## config.mk

```make
export PLATFORM = sky130hd
export DESIGN_NAME = id_branch_predictor
export DESIGN_NICKNAME = d
export VERILOG_FILES = /design/src/rtl/id_branch_predictor.sv
export SDC_FILE = /design/constraint.sdc
export NUM_CORES = 2
export LEC_CHECK = 0
export BUFFER_PORTS_ARGS = -buffer_cell sky130_fd_sc_hd__clkbuf_2
export CORE_AREA = 8 8 633 635
export CTS_CLUSTER_DIAMETER = 30
export DETAILED_ROUTE_END_ITERATION = 6
export DIE_AREA = 0 0 641 643
export HOLD_SLACK_MARGIN = 0.03
export PLACE_DENSITY = 0.55
export SLEW_MARGIN = 40
export SYNTH_ARGS = -nofsm -noshare
export SYNTH_HDL_FRONTEND = slang
export SYNTH_SLANG_ARGS = --single-unit
```

## constraint.sdc

```tcl
create_clock -name clk -period 16 [get_ports clk]
set_input_delay 3.2 -clock clk [delete_from_list [all_inputs] [get_ports clk]]
set_output_delay 3.2 -clock clk [all_outputs]
set_load 0.1 [all_outputs]
```

## src/rtl/id_branch_predictor.sv

```systemverilog
// Dynamic branch predictor: 2-bit saturating counters plus a tagged target buffer, cleared by an init sweep.
// Optional gshare indexing of the counter table is enabled with the BPRED_GHR_EN macro.
module id_branch_predictor #(
   parameter int unsigned ENTRIES  = 64,
   parameter int unsigned TAG_W    = 8,
   parameter logic [1:0]  CTR_INIT = 2'b01,
   parameter int unsigned GHR_W    = 6
) (
   input  logic        clk,
   input  logic        rst_n,
   output logic        ready,
   input  logic [31:0] lookup_pc,
   output logic        pred_taken,
   output logic        pred_hit,
   output logic [31:0] pred_target,
   input  logic        update_valid,
   input  logic        update_is_branch,
   input  logic [31:0] update_pc,
   input  logic        update_taken,
   input  logic [31:0] update_target,
   input  logic        update_pred_taken,
   input  logic [31:0] update_pred_tgt,
   output logic        mispredict,
   output logic [31:0] redirect_pc,
   output logic [31:0] branch_count,
   output logic [31:0] miss_count
);
   // state  | meaning
   // S_INIT | sweeping one table entry per cycle; lookups and updates suppressed
   // S_RUN  | normal predict/update operation until the next reset
   localparam int unsigned IDX_W = $clog2(ENTRIES);

   typedef enum logic {S_INIT, S_RUN} state_t;

   state_t           state_q, state_d;
   logic [IDX_W-1:0] ptr_q, ptr_d;
   logic             sweep_we;

   logic [ENTRIES-1:0] valid_q;
   logic [TAG_W-1:0]   tag_q [ENTRIES];
   logic [31:0]        tgt_q [ENTRIES];
   logic [1:0]         ctr_q [ENTRIES];

   logic [IDX_W-1:0] lk_idx, up_idx, lk_cidx, up_cidx, ghr_ext;
   logic [TAG_W-1:0] lk_tag, up_tag;
   logic             run, upd, br_upd, scrub, lk_hit, up_hit, mis_d;
   logic [1:0]       ctr_old, ctr_new;

   always_ff @(posedge clk or negedge rst_n) begin
      if (!rst_n) begin
         state_q <= S_INIT;
         ptr_q   <= '0;
      end else begin
         state_q <= state_d;
         ptr_q   <= ptr_d;
      end
   end

   always_comb begin
      state_d  = state_q;
      ptr_d    = ptr_q;
      sweep_we = 1'b0;
      if (state_q == S_INIT) begin
         sweep_we = 1'b1;
         ptr_d    = ptr_q + 1'b1;
         if (ptr_q == IDX_W'(ENTRIES - 1)) state_d = S_RUN;
      end
   end

   assign run    = (state_q == S_RUN);
   assign ready  = run;
   assign upd    = run & update_valid;
   assign br_upd = upd & update_is_branch;

   assign lk_idx = lookup_pc[IDX_W+1:2];
   assign lk_tag = lookup_pc[IDX_W+TAG_W+1:IDX_W+2];
   assign up_idx = update_pc[IDX_W+1:2];
   assign up_tag = update_pc[IDX_W+TAG_W+1:IDX_W+2];

`ifdef BPRED_GHR_EN
   logic [GHR_W-1:0] ghr_q;

   always_ff @(posedge clk or negedge rst_n) begin
      if (!rst_n)                 ghr_q <= '0;
      else if (state_q == S_INIT) ghr_q <= '0;
      else if (br_upd)            ghr_q <= GHR_W'({ghr_q, update_taken});
   end

   assign ghr_ext = IDX_W'(ghr_q);
`else
   assign ghr_ext = '0;
`endif

   // Only the direction counters are history-hashed; tag and target stay PC-indexed.
   assign lk_cidx = lk_idx ^ ghr_ext;
   assign up_cidx = up_idx ^ ghr_ext;

   assign lk_hit      = run & valid_q[lk_idx] & (tag_q[lk_idx] == lk_tag);
   assign pred_hit    = lk_hit;
   assign pred_taken  = lk_hit & ctr_q[lk_cidx][1];
   assign pred_target = lk_hit ? tgt_q[lk_idx] : '0;

   assign up_hit  = valid_q[up_idx] & (tag_q[up_idx] == up_tag);
   assign scrub   = upd & ~update_is_branch & up_hit;
   assign ctr_old = ctr_q[up_cidx];

   // A tag miss means the counter belongs to another branch: restart it weakly toward the outcome.
   always_comb begin
      ctr_new = ctr_old;
      if (!up_hit)                 ctr_new = update_taken ? 2'b10 : 2'b01;
      else if (update_taken) begin
         if (ctr_old != 2'b11)     ctr_new = ctr_old + 2'b01;
      end else if (ctr_old != 2'b00) ctr_new = ctr_old - 2'b01;
   end

   always_ff @(posedge clk) begin
      if (sweep_we) begin
         valid_q[ptr_q] <= 1'b0;
         ctr_q[ptr_q]   <= CTR_INIT;
      end else begin
         if (br_upd) begin
            ctr_q[up_cidx] <= ctr_new;
            if (update_taken) begin
               valid_q[up_idx] <= 1'b1;
               tag_q[up_idx]   <= up_tag;
               tgt_q[up_idx]   <= update_target;
            end
         end
         if (scrub) valid_q[up_idx] <= 1'b0;
      end
   end

   assign mis_d = upd & (update_is_branch
                  ? ((update_pred_taken != update_taken) |
                     (update_taken & (update_pred_tgt != update_target)))
                  : update_pred_taken);

   always_ff @(posedge clk or negedge rst_n) begin
      if (!rst_n) begin
         mispredict   <= 1'b0;
         redirect_pc  <= '0;
         branch_count <= '0;
         miss_count   <= '0;
      end else begin
         mispredict <= mis_d;
         if (mis_d) begin
            redirect_pc <= (update_is_branch & update_taken) ? update_target : update_pc + 32'd4;
            if (miss_count != '1) miss_count <= miss_count + 32'd1;
         end
         if (br_upd && branch_count != '1) branch_count <= branch_count + 32'd1;
      end
   end
endmodule
```

# Yosys cells after proc, flatten, opt, wreduce, memory -nomap -nowiden
# Memory sizes are Yosys's and may differ from the RTL's.
# Cells that the tools add are included.
# word_totals
reg_bits,168
mem_bits_rw,2688
output_inout_bits,132
elab_cells,87
memories,3
# classes
addsub,6
order_cmp,5
eq_ne,8
n_mux,34
n_bitwise,18
n_reduce_logical,6
# memory_table
name,depth,width,rd,rd_clocked_by_memory_dff,wr,line_no,source
tgt_q,64,32,1,0,1,41,logic [31:0] tgt_q [ENTRIES];
tag_q,64,8,2,0,1,40,logic [TAG_W-1:0] tag_q [ENTRIES];
ctr_q,64,2,2,0,1,42,logic [1:0] ctr_q [ENTRIES];
# ops
cell,count
2-to-1 mux 64 bit,5
AND 64 bit,2
NOT 64 bit,2
"adder 32 x 1 -> 32 bit, second input constant",2
2-to-1 mux 32 bit,2
"inequality test 32 bit, second input constant",2
OR 64 bit,1
"adder 32 x 3 -> 32 bit, second input constant",1
inequality test 32 bit,1
"less-than comparator 6 x 7 -> 1 bit, second input constant",3
equality test 8 bit,2
2-to-1 mux 1 bit,16
binary-select mux 1 bit (select 6 bit),2
demux 1 bit (select 6 bit),2
">= comparator 6 x 1 -> 1 bit, second input constant",2
2-to-1 mux 2 bit,6
AND 1 bit,11
"adder 6 x 1 -> 6 bit, second input constant",1
"equality test 6 bit, second input constant",1
2-to-1 mux 6 bit,1
logical AND 1 bit,3
"adder 2 x 1 -> 2 bit, second input constant",1
"inequality test 2 bit, second input constant",1
AND reduction 2 bit,1
6 further kinds,6

# Depth between registers and ports, before layout
# logic_depth
depth_word,11
ltp_mapped,16

# Least setup slack after synthesis
# No wires, ideal clock.
# synth_timing
kind,in2out
from,input lookup_pc[2]
to,output pred_target[0]
t_arrival_ns,8.407
t_required_ns,12.800
path_slack_ns,4.393
stages,12
n_path_buf,5
path_cell_list,buf_2 > buf_2 > buf_2 > clkbuf_1 > mux4_2 > mux4_2 > mux2i_1 > o21ai_0 > xnor2_1 > nand4_1 > clkbuf_1 > a211oi_1
# synth_via
elab_chain_len,5
elab_cells_between_ends,8
# synth_lines
item,line_no,source
start: declaration,12,"input logic [31:0] lookup_pc,"
"parallel branches: the longest is 4 deep, another holds memory (64 x 8 bit)",n/a,
2-to-1 mux 32 bit *,101,assign pred_target = lk_hit ? tgt_q[lk_idx] : '0;
end: declaration,15,"output logic [31:0] pred_target,"
# Every way passes the cells marked *. The select of a mux whose other input is x is not followed.

# Worst setup path after layout
# layout_timing
from,input lookup_pc[2]
to,output pred_target[20]
# Same word-level chain as after synthesis.

==> out/metrics.csv <==
stage,metric,value,unit
power,Reg power frac,0.388,
setup_path,worst path arrival time,8.97,ns
sta,setup TNS,0,ns
die,io pins,266,
finish,fin util,0.374,
synthesis,Synth top area share,0.692,
synthesis,predominant post-synthesis flop cell,edfxtp_1,
global_routing,first-pass GRT wire length,550,mm
route,wire per inst,33.1,um
synthesis,cell count after synthesis,5684,
setup_path,critical-path maximum fanout,41,
clocking,Post-CTS Setup Inserts,0,
setup_path,Crit path top cell by count,mux4_2,
route,vias per cell,5.43,
synthesis,async set-reset flop share out of synthesis,0.0364,
power,leakage power,47.2,nW
power,Internal,0.0164,W
setup_path,CP Cell Sequence,"buf_8, buf_16, buf_4, mux4_2, mux4_2, mux4_2, xnor2_1, nand4_1, nor3_1, nand4_1, buf_6, a211oi_1, clkbuf_2",
power,VDD IR max,0.127,mV
sta,Final Cycle Share,0.761,
power,Comb pwr share,0.041,
finish,multi-input logic area,0.0311,mm^2
route,Final ANT Viol Nets,0,
route,DRC errors left,0,
synthesis,number of flops mapped to enable cells by yosys,2688,
sta,Final WS setup,3.83,ns
sta,max frequency,82.2,MHz
route,Iteration-0 DRC Markers,8290,
global_routing,Tot GR Track Use,0.189,
clocking,CTS root buffer,clkbuf_16,
synthesis,most area-hungry cell type in the Yosys netlist,edfxtp_1,
power,Sw Ratio,0.220,
setup_path,endpoint type of the worst setup path,primary output,
job,max-cap violations,0,
clocking,clock tree from TritonCTS,yes,
synthesis,Synth Warn #,0,
global_routing,initial antenna violation count,20,
clocking,clock buffer depth,4,
worst_hold_path,HP Class,flip-flop to flip-flop,
sta,max-slew violations,0,
global_routing,grt ovf,0,
synthesis,"Net Count, Synth",5822,
sta,Worst slew margin,0.327,
placed_design,post-place setup slack,3.90,ns
clocking,number of CTS-inserted buffers,575,
setup_path,"Worst Path Class, Setup",primary input to primary output,
status,outcome,completed,
synthesis,Avg Inst Size Synth,20.5,um^2
synthesis,post-synthesis sequential area ratio,0.725,
sta,minimum clock period,12.17,ns
finish,Final nets,6547,
finish,most frequent cells in the layout,"2688 x edfxtp_1, 888 x mux4_2, 582 x clkbuf_16",
setup_path,slowest cell on the critical path,a211oi_1,
clocking,hold-fix buffer count after cts,0,
placed_design,gpl congestion,0.867,
die,Initial Util,0.298,
clocking,CTS resizes,0,
setup_path,CP required,12.80,ns
sta,Final Hold Fails,0,
die,Core ar.,0.391,mm^2
synthesis,Netlist cell types,76,
synthesis,Yosys reg bits,2856,
finish,Filler cells,35600,
global_routing,pin count of the biggest net entering global routing,106,
finish,Layout area overhead,25.3,%
sta,RSZ-0062 raised after global routing,false,
route,DRT Pass-1 Iters,6,
synthesis,synthesized cell area,0.117,mm^2
global_routing,vias in the first global route,67800,
clocking,clock sinks,2856,
die,DIE AREA,0.412,mm^2
placed_design,Detailed Place HPWL,231,mm
sta,clock skew,0.0438,ns
route,Total Wirelength,402,mm
power,Clock Power Share,0.571,
setup_path,crit start category,primary input,
power,P_sw,0.00465,W
sta,final setup fails,0,
clocking,clock latency on the worst-skew pair,1.03,ns
placed_design,port bufs,247,
finish,Register Area,0.0846,mm^2
finish,"commonest non-fill, non-tap cell in the layout",edfxtp_1,
die,Die X,641,um
die,Die Ht,643,um
synthesis,top post-synthesis cells by area,"edfxtp_1 69%, mux4_2 17%, dfrtp_1 2.2%",
die,Row Count,230,
route,detailed-route via count,65900,
clocking,clock-pin slew on the worst setup and hold paths,0.04,ns
finish,share of layout cells above drive strength 1,0.360,
sta,Tightest Pin Transition,1.01,ns
clocking,htree depth,6,
setup_path,max incr delay on CP,0.76,ns
power,pwr/cell area,144,mW/mm^2
state kept, by name (all words and copies together) (netlist names):
register and count:
ctr_q 128, branch_count 32, tgt_q 2048, ptr_q 6, valid_q 64, redirect_pc 32, ready 1, miss_count 32
mispredict 1, tag_q 512
per-layer routing:
metal,vias up,track usage,share of wire
met5,-,0,0.00017
met1,35400,0.239,0.38
li1,25800,-,-
met3,1003,0.0438,0.084
met4,10,0.110,0.067
met2,3681,0.298,0.46
worst max-delay path, delay by kind of cell:
kind / cells / cell delay [ns]
multiplexers: 3 / 1.67
AND/OR/NAND/NOR: 3 / 0.78
XOR/XNOR: 1 / 0.23
AO/OA/AOI/OAI: 1 / 0.76
buffers and inverters: 5 / 2.08
metrics by stage:
step | total power, W | cell area, um^2 | hold slack (ns) | cells
2_1_floorplan | 0.00879 | 117000 | 0.493 | 5684
3_3_place_gp | 0.00917 | 125000 | 0.468 | 11000
3_5_place_dp | 0.00919 | 126000 | 0.472 | 11100
4_1_cts | 0.0212 | 146000 | 0.482 | 12100
5_1_grt | 0.0216 | 146000 | 0.489 | 12100
6_report | 0.0211 | 146000 | 0.480 | 12100
logic make-up after synthesis:
logic type / share of synthesized area
AO/OA/AOI/OAI: 0.0348
multiplexers: 0.188
AND/OR/NAND/NOR: 0.0268
buffers and inverters: 0.0146
XOR/XNOR: 0.0103
adder cells (fa/ha/maj): 0.000429
flip-flops: 0.725
cells in the mapped netlist, types with 19 or more instances:
cell and number:
a221o_1 26, dfxtp_1 64, xor2_1 58, nand4_1 28, mux4_2 888, nand3_1 46, a21oi_1 118, nor3_1 24
a31oi_1 78, a211oi_1 42, a22oi_1 63, nor2_1 201, buf_1 35, edfxtp_1 2688, nand2_1 199, nor2b_1 46
a221oi_1 53, mux2_2 54, dfrtp_1 104, o21ai_0 72, mux2i_1 120, clkbuf_1 183, xnor2_1 79, buf_4 19
a22o_1 34, o22ai_1 40, buf_2 104
worst paths after layout:
kind                                 from               to  slack (ns)  cells past startpoint
min reg2reg                redirect_pc[1]   redirect_pc[1]        0.48                      2
min in group asynchronous           rst_n    miss_count[4]        2.20                      1
max                          lookup_pc[2]  pred_target[20]        3.83                     13
max in group asynchronous           rst_n  redirect_pc[15]       12.72                      2
min                        redirect_pc[1]   redirect_pc[1]        0.48                      2
max reg2reg                         ready    tgt_q[31][15]       11.19                      7
cell type report:
class | instances | share of cell area
flip-flops and latches | 2856 | 0.579
multi-input cells | 2458 | 0.213
clock buffers | 668 | 0.102
well taps | 5220 | 0.0447
clock inverters | 383 | 0.0323
repair buffers | 504 | 0.0282
diodes | 33 | 0.000565
inverters | 14 | 0.000360
power by group through the flow:
| stage | Combinational, W | Clock, W | Sequential (W) |
|---|---|---|---|
| 6_report | 0.000867 | 0.0120 | 0.00819 |
| 3_3_place_gp | 0.000850 | 0 | 0.00832 |
| 2_1_floorplan | 0.000472 | 0 | 0.00832 |
| 3_5_place_dp | 0.000866 | 0 | 0.00832 |
| 4_1_cts | 0.000869 | 0.0122 | 0.00818 |
| 5_1_grt | 0.000903 | 0.0125 | 0.00818 |
No activity file was read; power rests on OpenSTA's default activity.
